### src/rtl/fetch_unit.sv
// Instruction-fetch stage: holds PC, fetches one word per instruction, computes next PC.
// Optional PC_ALIGN_CHECK_EN redirects misaligned next PCs to EXC_VECTOR.
module fetch_unit #(
  parameter logic [31:0] RESET_PC = 32'h0000_0000
) (
  input  logic        clk,
  input  logic        reset,
  input  logic [1:0]  PCSource,
  input  logic [2:0]  Branch,
  input  logic [31:0] rs_data,
  input  logic [31:0] rt_data,
  input  logic        stall,
  output logic        imem_req,
  output logic [31:0] imem_addr,
  input  logic [31:0] imem_rdata,
  input  logic        imem_ready,
  output logic [31:0] instr,
  output logic [5:0]  OpCode,
  output logic [5:0]  Funct,
  output logic [31:0] pc,
  output logic [31:0] pc_plus4,
  output logic        instr_valid,
  output logic        misalign_err
);

  localparam int unsigned XLEN = 32;
`ifdef PC_ALIGN_CHECK_EN
  localparam logic [XLEN-1:0] EXC_VECTOR = 32'h0000_0080;
`endif

  typedef enum logic [1:0] {BOOT, FETCH, EXEC} state_e;

  state_e          state_q, state_d;
  logic [XLEN-1:0] pc_q, pc_d;
  logic [XLEN-1:0] instr_q, instr_d;
  logic            req_q, req_d;
  logic            valid_q, valid_d;
  logic            mis_q, mis_d;

  logic            taken;
  logic [XLEN-1:0] br_off;
  logic [XLEN-1:0] next_pc;

  assign pc_plus4 = pc_q + XLEN'(4);
  assign br_off   = {{14{instr_q[15]}}, instr_q[15:0], 2'b00};

  // Branch condition on two's-complement operands
  always_comb begin
    taken = 1'b0;
    unique case (Branch)
      3'b100:  taken = (rs_data == rt_data);
      3'b101:  taken = (rs_data != rt_data);
      3'b110:  taken = ($signed(rs_data) <= $signed(XLEN'(0)));
      3'b111:  taken = ($signed(rs_data) >  $signed(XLEN'(0)));
      3'b001:  taken = rs_data[XLEN-1];
      default: taken = 1'b0;
    endcase
  end

  always_comb begin
    next_pc = pc_plus4;
    if (PCSource == 2'b10) begin
      if (instr_q[31:26] == 6'd0) next_pc = rs_data;
      else                        next_pc = {pc_plus4[31:28], instr_q[25:0], 2'b00};
    end else if (taken) begin
      next_pc = pc_plus4 + br_off;
    end
  end

  // Next-state and registered-output logic
  always_comb begin
    state_d = state_q;
    pc_d    = pc_q;
    instr_d = instr_q;
    mis_d   = 1'b0;
    unique case (state_q)
      BOOT:  state_d = FETCH;
      FETCH: begin
        if (imem_ready) begin
          instr_d = imem_rdata;
          state_d = EXEC;
        end
      end
      EXEC: begin
        if (!stall) begin
          state_d = FETCH;
`ifdef PC_ALIGN_CHECK_EN
          if (next_pc[1:0] != 2'b00) begin
            pc_d  = EXC_VECTOR;
            mis_d = 1'b1;
          end else begin
            pc_d  = next_pc;
          end
`else
          pc_d = next_pc & ~XLEN'(3);
`endif
        end
      end
      default: state_d = BOOT;
    endcase
    req_d   = (state_d == FETCH);
    valid_d = (state_d == EXEC);
  end

  always_ff @(posedge clk or posedge reset) begin
    if (reset) begin
      state_q <= BOOT;
      pc_q    <= RESET_PC;
      instr_q <= '0;
      req_q   <= 1'b0;
      valid_q <= 1'b0;
      mis_q   <= 1'b0;
    end else begin
      state_q <= state_d;
      pc_q    <= pc_d;
      instr_q <= instr_d;
      req_q   <= req_d;
      valid_q <= valid_d;
      mis_q   <= mis_d;
    end
  end

  assign imem_req     = req_q;
  assign imem_addr    = pc_q;
  assign pc           = pc_q;
  assign instr        = instr_q;
  assign OpCode       = instr_q[31:26];
  assign Funct        = instr_q[5:0];
  assign instr_valid  = valid_q;
  assign misalign_err = mis_q;

endmodule

### config.mk
export PLATFORM = sky130hd
export DESIGN_NAME = fetch_unit
export DESIGN_NICKNAME = d
export VERILOG_FILES = /design/src/rtl/fetch_unit.sv
export SDC_FILE = /design/constraint.sdc
export NUM_CORES = 1
export LEC_CHECK = 0
export CORE_ASPECT_RATIO = 0.8
export CORE_UTILIZATION = 41
export DETAILED_ROUTE_END_ITERATION = 12
export PLACE_DENSITY = 0.83
export SLEW_MARGIN = 5
export SYNTH_ARGS = -nofsm -noshare
export SYNTH_HDL_FRONTEND = slang
export SYNTH_SLANG_ARGS = --single-unit
### constraint.sdc
create_clock -name clk -period 3.8 [get_ports clk]
set_input_delay 0.76 -clock clk [delete_from_list [all_inputs] [get_ports clk]]
set_output_delay 0.76 -clock clk [all_outputs]
set_load 0.02 [all_outputs]
==> results by group, run 1 <==
Floorplan
  • Core Area: 15,000 µm²
  • Die ar.: 15,900 µm²
  • Die Span Y: 113 µm
  • I/O pin cnt: 248
  • Initial Util: 42.1%
  • Row count: 40
  • Die width: 141 µm

GRT
  • Wire length of the first global-routing pass: 38,400 µm
  • Grt ovf: 0
  • Initial antenna violation count: 1
  • Vias in the first global route: 6,672
  • Largest net degree at the start of global routing: 39
  • Global Route Usage Sum: 31.9%

Setup path
  • Setup CP Type: flip-flop to flip-flop
  • Critical path's largest stage delay: 0.50 ns
  • Crit path launch type: flip-flop
  • Worst path cell trace: and3_4 > and3_1 > nand2_2 > nor2_4 > nand2_1 > xnor2_2 > ha_1 > buf_4 > nand2_1 > a211o_1 > buf_4 > a21oi_1 > or4b_4 > and3_1 > o311a_1 > o31ai_1
  • Critical Path RT: 4.05 ns
  • Worst Setup End Kind: flip-flop
  • Worst path bufs/invs: 2
  • Kind of cell adding the most delay to the critical path: simple AND/OR/NAND/NOR gates
  • Crit path DAT: 4.03 ns
  • Flop-to-flop setup slack: 0.02 ns
  • Slowest CP cell: or4b_4
  • Critical Path Fanout Max: 4

Job
  • Maxcap violations: 0

Cells and area
  • Fill count: 1,241
  • Final Non-Filler Cells: 1,237
  • Area Growth Syn to Fin: 54.2%
  • Proportion of layout cells with a drive suffix above 1: 18.1%
  • Inserted Diodes: 0
  • Nets: 1,185
  • Cell area after layout: 9740 µm²
  • Post-layout util: 64.9%

Detailed routing
  • WL final: 25,700 µm
  • Drt first pass iters: 5
  • Routed wire per std cell: 20.8 µm
  • Vias per inst: 5.82
  • 1st-iter DRT viols: 632
  • Via total after detailed routing: 7,201
  • DR DRC count: 0
  • Post-route ant nets: 0

Placed design
  • DP Cell Count: 1,216
  • Hpwl dp: 19,900 µm
  • RePlAce Congestion: 0.975
  • Placed cell areas: 9240 µm²
  • Port Buf Inserts: 240

Clock tree
  • CTS max path bufs: 2
  • H-tree lvl count: 3
  • # clock sinks: 66
  • Clock transition at path regs: 0.06 ns
  • Root Buffer: clkbuf_16
  • CTS buffer count: 9
  • CTS tree: yes
  • Insertion delay to the later sink of the worst-skew pair: 0.35 ns

Power
  • Pwr Density: 1010 nW/µm²
  • Total power: 9.84 mW
  • Max IR drop VDD: 0.000606 V
  • P_leak: 4.19 nW

Yosys
  • Cell Area, Synth: 6320 µm²
  • Post-synth EDFFs: 0
  • YS warnings: 0
  • Sequential area share after synthesis: 26.1%
  • Mean Syn Cell Area: 8.21 µm²
  • Cells after synthesis: 770
  • FFs w/ async S/R, synth: 100%
  • Ys flop type: dfrtp_1
  • #FFs+latches synth: 66
  • Netlist cell types: 62

STA
  • Final count of pins violating max slew: 0
  • Tcrit/Tclk final: 99.4%
  • Setup violators final: 0
  • Hold Fails Final Rpt: 0
  • Clk_skew: 0.00961 ns
  • Pin slew with the least headroom to its limit: 0.895 ns
  • Max Clk Rate: 265 MHz
  • RSZ-0062 raised after global routing: true
  • Min cycle time layout: 3.78 ns
  • Hold_ws: 0.540 ns
  • Slew Limit Headroom: 40.4%

Status
  • Status: finished clean

Hold path
  • Hold Path Class: flip-flop to flip-flop
==> worst reg2reg max path: cells and delay by family, from the launching register on <==
family                   cells  cell delay [ns]
AND/OR/NAND/NOR              8             1.57
AO/OA/AOI/OAI                4             0.94
flip-flops                   1             0.36
buffers and inverters        2             0.32
adder cells (fa/ha/maj)      1             0.29
XOR/XNOR                     1             0.22
==> state kept, by name, indices dropped and copies added, names as in the netlist <==
signal and flops:
instr 32, imem_addr 30, state_q 2, imem_req 1
instr_valid 1
==> final cells by class <==
class,instances,area [µm²],area share [%]
clock buffers,9,225,2.31
well taps,189,236,2.43
inverters,12,45.0,0.462
flip-flops and latches,66,1660,17.0
multi-input cells,622,4360,44.7
clock inverters,7,76.3,0.783
repair buffers,332,3150,32.3
==> final timing paths <==
check / cells after the start / end / from
max: 16 / imem_addr[19]$_DFFE_PP0P_ / imem_addr[5]$_DFFE_PP0P_
min: 1 / state_q[1]$_DFF_PP0_ / state_q[0]$_DFF_PP0_
max reg2reg: 16 / imem_addr[19]$_DFFE_PP0P_ / imem_addr[5]$_DFFE_PP0P_
min reg2reg: 1 / state_q[1]$_DFF_PP0_ / state_q[0]$_DFF_PP0_
max in group asynchronous: 3 / imem_addr[24]$_DFFE_PP0P_ / reset
min in group asynchronous: 2 / instr[2]$_DFFE_PP0P_ / reset
==> metal layers <==
metal | global-route usage [%] | vias to the layer above | part of all wire [%]
met3 | 8.25 | 61 | 11
met5 | 0 | - | 0
met1 | 43.6 | 3375 | 41
li1 | - | 3263 | -
met4 | 11.7 | 0 | 3.0
met2 | 48.4 | 502 | 44
==> Yosys cell counts, types with 26 or more instances <==
| cell type | count | area [µm²] |
|---|---|---|
| mux2_2 | 40 | 450 |
| xnor2_1 | 65 | 569 |
| ha_1 | 36 | 450 |
| nand2_1 | 117 | 439 |
| nor2_1 | 37 | 139 |
| dfrtp_1 | 66 | 1650 |
| nand3_1 | 26 | 130 |
| o21ai_0 | 41 | 205 |
| buf_4 | 49 | 368 |
| a21oi_1 | 50 | 250 |
==> cell usage in the layout, fill, tap and decap left out, drive strengths merged, types with 6 or more instances in the layout <==
cell	count
a21oi	50
inv	14
nor2	39
nor3	19
nor4	10
nand3	26
xor2	14
mux2	40
o21ai	43
o211ai	6
a21o	13
conb	7
and4	8
nand2	117
clkdlybuf4s50	238
xnor2	65
clkbuf	9
nand4	15
ha	36
a211oi	6
a31oi	16
mux2i	6
dfrtp	66
buf	92
and3	19
==> where the power goes <==
group	switching [mW]	internal (mW)
sequential	0.466	1.05
clock	0.367	0.513
combinational	3.91	3.53
total	4.74	5.09
==> cell families (layout without fill, tap and decap cells) <==
family / after synthesis / in the layout / share of synthesized area [%]
buf+inv: 88 / 360 / 8.59
flops: 66 / 66 / 26.1
fa+ha+maj: 37 / 37 / 7.44
compound gates: 171 / 171 / 17.0
simple gates: 282 / 282 / 21.7
xor+xnor: 79 / 79 / 10.9
other cells: 1 / 7 / 0.0593
mux: 46 / 46 / 8.08
==> what timing repair did <==
item                                    in CTS  in global routing
gates resized for setup                      4                 29
endpoints found under the setup margin       4                 13
cloned                                       0                  0
hold buffers                                 0                  0
buffers inserted                             0                  5
pin swaps                                    1                 10
==> metrics by stage <==
step           TNS [ns]  worst slack, ns
2_1_floorplan         0           0.0431
3_3_place_gp          0           0.0245
3_5_place_dp     -0.141          -0.0504
4_1_cts               0          0.00304
5_1_grt          -0.206          -0.0730
6_report              0           0.0219
Note: power is estimated with default switching activity, not from simulation.
==> run 2, diff against run 1 <==
--- a/config.mk
+++ b/config.mk
@@ -6,9 +6,9 @@
 export NUM_CORES = 1
 export LEC_CHECK = 0
 export CORE_ASPECT_RATIO = 0.8
-export CORE_UTILIZATION = 41
+export CORE_UTILIZATION = 49
 export DETAILED_ROUTE_END_ITERATION = 12
-export PLACE_DENSITY = 0.83
+export PLACE_DENSITY = 0.93
 export SLEW_MARGIN = 5
 export SYNTH_ARGS = -nofsm -noshare
 export SYNTH_HDL_FRONTEND = slang
==> constraint.sdc (replaced) <==
create_clock -name clk -period 4.6 [get_ports clk]
set_input_delay 0.92 -clock clk [delete_from_list [all_inputs] [get_ports clk]]
set_output_delay 0.92 -clock clk [all_outputs]
set_load 0.02 [all_outputs]
==> run 2 against run 1 <==
Against the previous run:
- die area shrank 16%
- largest cell class unchanged
- worst setup slack gained 0.20 ns
- largest power group unchanged
- critical endpoint is now imem_addr[27]$_DFFE_PP0P_
- sequential share of layout area grew 1.7 points
==> results by group, run 2 (same netlist as run 1, synthesis figures left out) <==
Detailed routing
  • WL final: 23,400 µm
  • Routed wire per std cell: 20.5 µm
  • Post-route ant nets: 0
  • DR DRC count: 0
  • Vias per inst: 6.10
  • 1st-iter DRT viols: 822
  • Via total after detailed routing: 6,961
  • Drt first pass iters: 5

Clock tree
  • H-tree lvl count: 3
  • CTS max path bufs: 2
  • CTS tree: yes
  • Setup repair bufs after CTS: 0
  • Root Buffer: clkbuf_16
  • Insertion delay to the later sink of the worst-skew pair: 0.34 ns
  • CTS buffer count: 9
  • Clock transition at path regs: 0.06 ns
  • # clock sinks: 66

Floorplan
  • Row count: 36
  • Die ar.: 13,400 µm²
  • Initial Util: 51.0%
  • Die Span Y: 104 µm
  • Core Area: 12,400 µm²
  • Die width: 129 µm
  • I/O pin cnt: 248

GRT
  • Grt ovf: 0
  • Global Route Usage Sum: 35.1%
  • Vias in the first global route: 6,489
  • Wire length of the first global-routing pass: 35,800 µm
  • Largest net degree at the start of global routing: 40
  • Initial antenna violation count: 0

Power
  • P_leak: 3.69 nW
  • Max IR drop VDD: 0.000512 V
  • Pwr Density: 823 nW/µm²

Hold path
  • Hold Path Class: flip-flop to flip-flop

STA
  • Final setup TNS: 0 ns
  • Setup violators final: 0
  • Min cycle time layout: 4.37 ns
  • Hold Fails Final Rpt: 0
  • Slew Limit Headroom: 18.9%
  • Final count of pins violating max slew: 0
  • Tcrit/Tclk final: 95.1%
  • RSZ-0062 raised after global routing: false
  • Clk_skew: 0.00690 ns
  • Pin slew with the least headroom to its limit: 1.22 ns
  • Max Clk Rate: 229 MHz

Setup path
  • Worst Setup End Kind: flip-flop
  • Crit path launch type: flip-flop
  • Critical path's largest stage delay: 0.54 ns
  • Slowest CP cell: dfrtp_1
  • Setup CP Type: flip-flop to flip-flop
  • Worst path cell trace: ha_1 > nand3_1 > nor2_2 > xor2_1 > ha_1 > a21o_1 > a22o_1 > nor4_1 > a21oi_1 > and3b_1 > nor4_1 > o31a_1 > a21o_1 > a221o_1
  • Critical Path RT: 4.81 ns
  • Critical Path Fanout Max: 8
  • Crit path DAT: 4.59 ns

Status
  • Status: finished clean

Cells and area
  • Post-layout util: 71.5%
  • Commonest non-fill, non-tap cell in the layout: clkdlybuf4s50_1
  • Commonest cells after routing, fill and taps aside: 240 x clkdlybuf4s50_1, 117 x nand2_1, 66 x dfrtp_1, 65 x xnor2_1, 50 x a21oi_1
  • Proportion of layout cells with a drive suffix above 1: 7.84%
  • Area Growth Syn to Fin: 40.2%
  • Final Non-Filler Cells: 1,141
  • Footprint of the multi-input gates: 4150 µm²
  • Sequential cell area: 1650 µm²
  • Inserted Diodes: 0
  • Nets: 1,107
  • Fill count: 976
  • Max FFs per register: 32

Placed design
  • Port Buf Inserts: 240
  • DP Cell Count: 1,125
  • RePlAce Congestion: 0.991
  • Hpwl dp: 18,200 µm

Job
  • Maxcap violations: 0
## run 2: worst paths after layout
check / from / endpoint / slack, ns / depth (start not counted)
min reg2reg: state_q[0]$_DFF_PP0_ / instr_valid$_DFF_PP0_ / 0.54 / 1
min in group asynchronous: reset / instr[16]$_DFFE_PP0P_ / 1.06 / 2
max reg2reg: imem_addr[2]$_DFFE_PP0P_ / imem_addr[27]$_DFFE_PP0P_ / 0.23 / 14
max in group asynchronous: reset / imem_addr[15]$_DFFE_PP0P_ / 2.61 / 3
min: state_q[0]$_DFF_PP0_ / instr_valid$_DFF_PP0_ / 0.54 / 1
max: imem_addr[2]$_DFFE_PP0P_ / imem_addr[27]$_DFFE_PP0P_ / 0.23 / 14
## run 2: per-layer routing
metal	track usage [%]	part of all wire [%]	up-vias
met5	0	0	-
met4	15.3	4.1	0
met3	10.2	12	74
met2	53.3	45	508
met1	46.2	39	3263
li1	-	-	3116
## run 2: power by group
group / internal, mW / switching (mW)
combinational: 2.43 / 2.85
sequential: 0.864 / 0.459
clock: 0.418 / 0.270
total: 3.71 / 3.58
## run 2: area by class of cell
class	count	area share [%]
clock inverter	5	0.621
sequential	66	18.6
tap	171	2.41
multi-input combinational	622	46.9
timing repair buffer	254	28.3
clock buffer	11	2.63
inverter	12	0.508
## run 2: metrics by stage
stage	power (mW)	hold slack (ns)	cell area (µm²)	setup WS, ns
2_1_floorplan	4.68	0.490	6340	0.478
4_1_cts	7.21	0.545	8860	0.223
5_1_grt	7.72	0.592	8860	0.0550
6_report	7.29	0.544	8860	0.226
3_5_place_dp	6.47	0.537	8570	0.255
3_3_place_gp	6.39	0.517	8570	0.256
## run 2: critical path: cells and delay by family, from the launching register on
kind,cells,cell delay (ns)
compound gates,6,1.39
simple gates,5,1.29
fa+ha+maj,2,0.67
flops,1,0.54
xor+xnor,1,0.36
## run 2: repair_timing
action	4_1_cts	5_1_grt
setup endpoints to repair	0	2
resized for setup	0	1
hold buffers	0	0
==> run 3, diff against run 2 <==
--- a/config.mk
+++ b/config.mk
@@ -6,9 +6,9 @@
 export NUM_CORES = 1
 export LEC_CHECK = 0
 export CORE_ASPECT_RATIO = 0.8
-export CORE_UTILIZATION = 49
+export CORE_UTILIZATION = 45
 export DETAILED_ROUTE_END_ITERATION = 12
-export PLACE_DENSITY = 0.93
+export PLACE_DENSITY = 0.86
 export SLEW_MARGIN = 5
 export SYNTH_ARGS = -nofsm -noshare
 export SYNTH_HDL_FRONTEND = slang
==> constraint.sdc (replaced) <==
create_clock -name clk -period 4.7 [get_ports clk]
set_input_delay 0.94 -clock clk [delete_from_list [all_inputs] [get_ports clk]]
set_output_delay 0.94 -clock clk [all_outputs]
set_load 0.02 [all_outputs]
==> run 3 against run 2 <==
Against the previous run:
- final cell count up 0.79%
- worst setup slack better by 0.23 ns
- sequential power about the same
- utilization down 6.3 points
- first-iteration DRC count down 21%
- die area up 8.7%
- maximum frequency up 3.0%
- sequential share of layout area down 0.081 points
- clock skew down 0.0031 ns
- combinational power down 3%
- hold slack worse by 0.0098 ns
- clock power up 3.1%
- critical path type unchanged
==> results by group, run 3 (same netlist as run 1, synthesis figures left out) <==
Hold path
  • Hold depth: 1
  • Hold Path Class: flip-flop to flip-flop

Clock tree
  • Setup repair bufs after CTS: 0
  • CTS max path bufs: 2
  • Cells resized by post-CTS repair: 0
  • H-tree lvl count: 3
  • Insertion delay to the later sink of the worst-skew pair: 0.34 ns
  • CTS buffer count: 9
  • Cts hold-fix bufs: 0
  • # clock sinks: 66
  • CTS tree: yes
  • Root Buffer: clkbuf_16
  • Clock transition at path regs: 0.06 ns

Setup path
  • Worst path cell trace: and3_1 > and3_1 > nand2_1 > nor2_1 > nand3_1 > xnor2_1 > ha_1 > a211oi_1 > nand2_1 > nor4_1 > a21oi_1 > and3b_1 > nor4_1 > o31a_1 > a21o_1 > a221o_1
  • Critical Path RT: 4.92 ns
  • Crit path launch type: flip-flop
  • Worst Setup End Kind: flip-flop
  • Setup CP Type: flip-flop to flip-flop
  • Critical path's largest stage delay: 0.47 ns
  • Crit path DAT: 4.46 ns
  • Critical Path Fanout Max: 7
  • Reg2Reg Depth: 16
  • Slowest CP cell: dfrtp_1

STA
  • Min cycle time layout: 4.25 ns
  • Final count of pins violating max slew: 0
  • Tcrit/Tclk final: 90.4%
  • Slew Limit Headroom: 39.8%
  • RSZ-0062 raised after global routing: false
  • Hold Fails Final Rpt: 0
  • Clk_skew: 0.00382 ns
  • Pin slew with the least headroom to its limit: 0.902 ns
  • Hold_ws: 0.535 ns
  • Setup violators final: 0
  • Final setup TNS: 0 ns
  • Max Clk Rate: 235 MHz

Cells and area
  • Post-layout util: 65.2%
  • Nets: 1,107
  • Commonest non-fill, non-tap cell in the layout: clkdlybuf4s50_1
  • Commonest cells after routing, fill and taps aside: 240 x clkdlybuf4s50_1, 117 x nand2_1, 66 x dfrtp_1, 65 x xnor2_1, 50 x a21oi_1
  • Cell area after layout: 8900 µm²
  • Max FFs per register: 32
  • Area Growth Syn to Fin: 40.8%
  • Proportion of layout cells with a drive suffix above 1: 7.84%
  • Inserted Diodes: 0

Power
  • Pwr Density: 801 nW/µm²
  • Max IR drop VDD: 0.000447 V
  • P_leak: 3.70 nW

GRT
  • Grt ovf: 0
  • Wire length of the first global-routing pass: 35,600 µm
  • Vias in the first global route: 6,407
  • Global Route Usage Sum: 32.2%
  • Largest net degree at the start of global routing: 44
  • Initial antenna violation count: 0

Floorplan
  • Row count: 38
  • Core Area: 13,600 µm²
  • Initial Util: 46.3%
  • Die width: 135 µm
  • Die ar.: 14,500 µm²
  • I/O pin cnt: 248
  • Die Span Y: 108 µm

Placed design
  • RePlAce Congestion: 0.956
  • Port Buf Inserts: 240
  • Hpwl dp: 18,000 µm
  • Placed cell areas: 8590 µm²

Detailed routing
  • Routed wire per std cell: 20.2 µm
  • 1st-iter DRT viols: 647
  • Drt first pass iters: 5
  • Post-route ant nets: 0
  • DR DRC count: 0
  • Via total after detailed routing: 6,668
  • WL final: 23,300 µm
  • Vias per inst: 5.80

Status
  • Status: finished clean

Job
  • Maxcap violations: 0
[run 3: final timing paths]
path | startpoint | to | slack, ns
worst max-delay path | imem_addr[4]$_DFFE_PP0P_ | imem_addr[27]$_DFFE_PP0P_ | 0.45
worst min-delay path | state_q[0]$_DFF_PP0_ | instr_valid$_DFF_PP0_ | 0.53
worst max register to register | imem_addr[4]$_DFFE_PP0P_ | imem_addr[27]$_DFFE_PP0P_ | 0.45
worst min register to register | state_q[0]$_DFF_PP0_ | instr_valid$_DFF_PP0_ | 0.53
max in group asynchronous | reset | imem_addr[19]$_DFFE_PP0P_ | 2.68
min in group asynchronous | reset | instr[22]$_DFFE_PP0P_ | 1.12
[run 3: metrics by stage]
| step | setup WS, ns | total power [mW] | std cells |
|---|---|---|---|
| 3_3_place_gp | 0.576 | 6.26 | 1134 |
| 3_5_place_dp | 0.564 | 6.31 | 1134 |
| 4_1_cts | 0.547 | 7.08 | 1150 |
| 2_1_floorplan | 0.578 | 4.58 | 776 |
| 6_report | 0.453 | 7.13 | 1150 |
| 5_1_grt | 0.223 | 7.60 | 1150 |
[run 3: where the power goes]
group	internal (mW)	total, mW	switching (mW)
Clock	0.429	0.709	0.281
Sequential	0.845	1.29	0.449
Combinational	2.38	5.13	2.75
Total	3.65	7.13	3.48
[run 3: area by class of cell]
cell class,count,area (µm²)
fill,1120,4750
multi-input combinational,622,4150
timing repair buffer,254,2520
sequential,66,1650
clock buffer,11,243
tap,180,225
clock inverter,5,62.6
inverter,12,45.0
[run 3: critical path, delay by kind of cell (launching register included)]
| kind | cells | cell delay [ns] |
|---|---|---|
| simple gates | 9 | 1.75 |
| compound gates | 5 | 1.25 |
| flops | 1 | 0.47 |
| fa+ha+maj | 1 | 0.37 |
| xor+xnor | 1 | 0.29 |
[run 3: metal layers]
layer | GRT usage [%] | wire length, µm | vias up
li1 | - | - | 3112
met1 | 41.9 | 9720 | 3151
met2 | 51.4 | 10500 | 371
met3 | 9.85 | 2510 | 34
met4 | 9.47 | 514 | 0
met5 | 0 | 0 | -
